[config.mk]
export PLATFORM = sky130hd
export DESIGN_NAME = mem_port_arbiter
export DESIGN_NICKNAME = d
export VERILOG_FILES = /design/src/rtl/mem_port_arbiter.sv
export SDC_FILE = /design/constraint.sdc
export NUM_CORES = 1
export LEC_CHECK = 0
export ABC_AREA = 1
export CORE_ASPECT_RATIO = 1.25
export CORE_MARGIN = 1
export CORE_UTILIZATION = 40
export CTS_BUF_LIST = sky130_fd_sc_hd__clkbuf_8
export CTS_CLUSTER_SIZE = 12
export DETAILED_ROUTE_END_ITERATION = 7
export GPL_TIMING_DRIVEN = 0
export PLACE_DENSITY = 0.89
export SKIP_CTS_REPAIR_TIMING = 1
export SLEW_MARGIN = 20
export SYNTH_ARGS = -nofsm -noshare
export SYNTH_HDL_FRONTEND = slang
export SYNTH_SLANG_ARGS = --single-unit
export TNS_END_PERCENT = 20
[constraint.sdc]
create_clock -name clk -period 3.26 [get_ports clk]
set_input_delay 0.652 -clock clk [delete_from_list [all_inputs] [get_ports clk]]
set_output_delay 0.652 -clock clk [all_outputs]
set_load 0.005 [all_outputs]
[src/rtl/mem_port_arbiter.sv]
// mem_port_arbiter: serialises instruction-fetch port A and data port B onto one memory interface
//  clk, rst_n                     clock, asynchronous active-low reset
//  mem_read_a/mem_address_a       port A read request (held until mem_resp_a)
//  mem_resp_a/mem_rdata_a         port A one-cycle completion and read data
//  mem_read_b/mem_write_b         port B request (held until mem_resp_b), write wins if both set
//  mem_wmask_b/mem_address_b/mem_wdata_b  port B command fields
//  mem_resp_b/mem_rdata_b         port B one-cycle completion and read data
//  pmem_read/pmem_write/pmem_wmask/pmem_address/pmem_wdata  registered downstream command
//  pmem_resp/pmem_rdata           downstream completion and read data
//  Build option ARB_ROUND_ROBIN_EN: alternate priority on contention instead of fixed B-over-A.
module mem_port_arbiter #(
  parameter int DATA_W = 16,
  parameter int ADDR_W = 16,
  parameter int MASK_W = 2
) (
  input  logic              clk,
  input  logic              rst_n,
  input  logic              mem_read_a,
  input  logic [ADDR_W-1:0] mem_address_a,
  output logic              mem_resp_a,
  output logic [DATA_W-1:0] mem_rdata_a,
  input  logic              mem_read_b,
  input  logic              mem_write_b,
  input  logic [MASK_W-1:0] mem_wmask_b,
  input  logic [ADDR_W-1:0] mem_address_b,
  input  logic [DATA_W-1:0] mem_wdata_b,
  output logic              mem_resp_b,
  output logic [DATA_W-1:0] mem_rdata_b,
  output logic              pmem_read,
  output logic              pmem_write,
  output logic [MASK_W-1:0] pmem_wmask,
  output logic [ADDR_W-1:0] pmem_address,
  output logic [DATA_W-1:0] pmem_wdata,
  input  logic              pmem_resp,
  input  logic [DATA_W-1:0] pmem_rdata
);
  typedef enum logic [1:0] {IDLE, SERVE_A, SERVE_B} state_t;
  state_t state, state_nx;
  logic [ADDR_W-1:0] cmd_addr;
  logic [DATA_W-1:0] cmd_wdata;
  logic [MASK_W-1:0] cmd_wmask;
  logic cmd_rd, cmd_wr;
  logic elig_a, elig_b, pick_b, open, done, grant_a, grant_b;
  assign done = (state != IDLE) & pmem_resp;
  assign open = (state == IDLE) | pmem_resp;
  // the port completing this edge still shows its held request; it must not win the same edge
  assign elig_a = mem_read_a & (state != SERVE_A);
  assign elig_b = (mem_read_b | mem_write_b) & (state != SERVE_B);
`ifdef ARB_ROUND_ROBIN_EN
  logic last_b;
  assign pick_b = elig_b & (~elig_a | ~last_b);
  always_ff @(posedge clk or negedge rst_n)
    if (!rst_n) last_b <= 1'b0;
    else if (grant_a | grant_b) last_b <= grant_b;
`else
  assign pick_b = elig_b;
`endif
  always_comb begin
    grant_b = 1'b0;
    grant_a = 1'b0;
    state_nx = state;
    grant_b = open & pick_b;
    grant_a = open & elig_a & ~pick_b;
    state_nx = grant_b ? SERVE_B : grant_a ? SERVE_A : done ? IDLE : state;
  end
  always_ff @(posedge clk or negedge rst_n)
    if (!rst_n) state <= IDLE;
    else state <= state_nx;
  always_ff @(posedge clk or negedge rst_n)
    if (!rst_n) begin
      cmd_addr  <= '0;
      cmd_wdata <= '0;
      cmd_wmask <= '0;
      cmd_rd    <= 1'b0;
      cmd_wr    <= 1'b0;
    end else if (grant_b) begin
      cmd_addr  <= mem_address_b;
      cmd_wdata <= mem_write_b ? mem_wdata_b : '0;
      cmd_wmask <= mem_write_b ? mem_wmask_b : '1;
      cmd_rd    <= ~mem_write_b;
      cmd_wr    <= mem_write_b;
    end else if (grant_a) begin
      cmd_addr  <= mem_address_a;
      cmd_wdata <= '0;
      cmd_wmask <= '1;
      cmd_rd    <= 1'b1;
      cmd_wr    <= 1'b0;
    end else if (done) begin
      cmd_rd <= 1'b0;
      cmd_wr <= 1'b0;
    end
  assign pmem_read    = cmd_rd;
  assign pmem_write   = cmd_wr;
  assign pmem_wmask   = cmd_wmask;
  assign pmem_address = cmd_addr;
  assign pmem_wdata   = cmd_wdata;
  assign mem_resp_a   = (state == SERVE_A) & pmem_resp;
  assign mem_resp_b   = (state == SERVE_B) & pmem_resp;
  assign mem_rdata_a  = mem_resp_a ? pmem_rdata : '0;
  assign mem_rdata_b  = mem_resp_b ? pmem_rdata : '0;
endmodule

==> summary.txt <==
Power and ir drop
  • Pwr Density: 757.9 mW/mm^2
  • Leakage: 1.841 nW
  • Peak VDD IR: 0.4173 mV

Cells and area
  • Layout area overhead: 77.31%
  • Layout cells sized above 1: 6.378%
  • Ant. Diodes: 0
  • Number of fill cells: 375
  • Commonest non-fill, non-tap cells in the layout: clkdlybuf4s50_1, nand2_1, nand3_1
  • Final #Nets: 511
  • Commonest non-fill, non-tap cell in the layout: clkdlybuf4s50_1

Timing
  • Period utilization: 94.01%
  • Slew @ Worst Pin: 0.4659 ns
  • Final TNS setup: 0 ns
  • Fin. Hold Viols: 0
  • Worst Hold Slack: 0.2978 ns
  • Endpoints failing setup: 0
  • Fmax: 326.3 MHz
  • Unrepaired setup endpoints after global routing: false
  • Slew headroom: 68.61%
  • Setup Skew: 0.003454 ns
  • Final Max Tran Viols: 0
  • Min Tclk post-route: 3.065 ns

Routing
  • DRT iter0 DRCs: 94
  • Routed len/inst: 13.27 microns
  • DR DRC count: 0
  • WL final: 6647 microns
  • DRT antenna net count: 0
  • Met2 wire length: 3454 microns
  • DR vias: 2444
  • Routed vias/inst: 4.878
  • Metal-1 WL: 2476 microns
  • DR pass1 iterations: 4
  • Met3 WL post-DR: 476 microns
  • Highest routed metal layer: met4

Synth
  • Post-Syn Nets: 362
  • Top cell type's share of synthesized area: 45.27%
  • Top post-synthesis cells by area: dfrtp_1, nand2_1, nand3_1, inv_1, nor2_1
  • Xor and xnor area share after synthesis: 0%
  • Number of synthesized register bits: 38
  • Mean area per synthesized cell: 7.244 sq um
  • Seq/Total Area, Yosys: 45.27%
  • Compound-Gate Fraction of Synth Area: 1.906%
  • Synth Area in Adders: 0%
  • Syn Inst Count: 290
  • Synth Cell Area: 0.002101 sq mm
  • Main combinational cell family by area after synthesis: simple AND/OR/NAND/NOR gates
  • Yosys top cell by area: dfrtp_1
  • Yosys warnings: 0
  • Synth unique cells: 19
  • Multiplexer share of the synthesized area: 0%
  • Simple-Gate Fraction of Synth Area: 40.56%

Critical path
  • Crit path cell chain: clkdlybuf4s50_1 > inv_1 > nor2_1 > inv_1 > clkbuf_1 > nor2_1 > clkdlybuf4s50_1
  • Reg2Reg Launch Point: state[0]$_DFFE_PN0P_
  • Startpoint types: input port
  • Delay-heaviest family, CP: buffers and inverters
  • Worst setup path class: input port to output pin
  • CP bufs+invs: 5
  • Worst setup path startpoint: pmem_resp
  • WP data required: 2.61 ns
  • Critical Path Max Stage Delay: 0.52 ns
  • CP Capture Type: output pin
  • CP arrival: 2.41 ns
  • Max Fanout on Critical Path: 10
  • CP max stage cell: clkdlybuf4s50_1

Clocking
  • Htree depth: 2
  • Clk slew on worst S/H paths: 0.07 ns
  • Skew-Pair Late Insertion Delay: 0.28 ns
  • Clk buf depth: 2
  • Num CTS Buffers: 5
  • CTS tree: built
  • Root Buffer: clkbuf_8
  • Clock Sink Count: 38

Placed design
  • Final HPWL from detailed placement: 5245 microns
  • Gpl congestion: 0.7860
  • Port bufs: 141

Floorplan
  • Initial core utilization: 41.35%
  • Die Width: 66.82 microns
  • I/O pin count: 142
  • # rows: 29
  • Core area: 0.005080 sq mm
  • Die area: 0.005548 sq mm
  • Die Height: 83.03 microns

Global routing
  • First-pass GRT wire length: 10570 microns
  • Vias in the first global route: 2289
  • Total gr overflow: 0
  • Total Routing Usage GR: 25.15%
  • Largest net degree at the start of global routing: 24
  • Initial antenna violation count: 0

Job
  • Max-cap violations: 0

Min path
  • Hold WC Path Type: input port to asynchronous set/reset pin

Outcome
  • Outcome: complete, no violations
==> report_power, final <==
part           internal [mW]  switching (mW)
registers              0.706           0.141
clock network          0.245           0.158
logic                  0.828           0.746
total                   1.78            1.04
==> registers in the layout (all words and copies together) (netlist names) <==
signal        cells
pmem_wmask        2
pmem_write        1
pmem_read         1
pmem_wdata       16
pmem_address     16
state             2
==> metal layers <==
layer | GRT usage (%) | vias to the layer above
met5 | 0 | -
li1 | - | 1193
met4 | 11.80 | 0
met1 | 26.14 | 1106
met3 | 4.945 | 20
met2 | 46.19 | 125
==> cells in the mapped netlist (all sizes together) <==
cell and instances:
o21ai 3, nand3 51, clkbuf 3, inv 43, buf 13, nand2 75, dfrtp 38, nand4 3
nor2 43, nand3b 16, a21oi 2
==> cell families after synthesis <==
group,Yosys count
compound gates,5
buf+inv,59
flops,38
simple gates,188
==> stage by stage <==
step	power, mW	area (sq um)	util [%]	std cells	setup WS [ns]
2_1_floorplan	1.565	2101	-	290	1.312
3_3_place_gp	2.373	3590	70.67	493	0.2101
3_5_place_dp	2.428	3612	71.11	494	0.1686
4_1_cts	2.839	3725	73.33	501	0.1638
5_1_grt	3.046	3725	73.33	501	0.09407
6_report	2.823	3725	73.33	501	0.1954
==> worst paths after layout <==
kind	end	slack (ns)	depth (start not counted)
max	mem_rdata_a[7]	0.20	7
max in group asynchronous	pmem_wdata[2]$_DFFE_PN0P_	2.51	2
min in group clk	pmem_wmask[1]$_DFFE_PN0P_	0.50	2
min reg2reg	pmem_wmask[1]$_DFFE_PN0P_	0.50	2
min	pmem_address[3]$_DFFE_PN0P_	0.30	1
max reg2reg	pmem_address[6]$_DFFE_PN0P_	1.61	7
==> layout make-up <==
class	instances	area [sq um]	share of cell area (%)
Tap cell	62	77.57	2.083
Inverter	43	161.4	4.333
Timing Repair Buffer	142	1434	38.50
Clock inverter	1	30.03	0.8062
Multi-Input combinational cell	193	892.1	23.95
Clock buffer	6	82.58	2.217
Buffer	16	96.34	2.586
Sequential cell	38	950.9	25.53
Note: power is estimated with default switching activity, not from simulation.
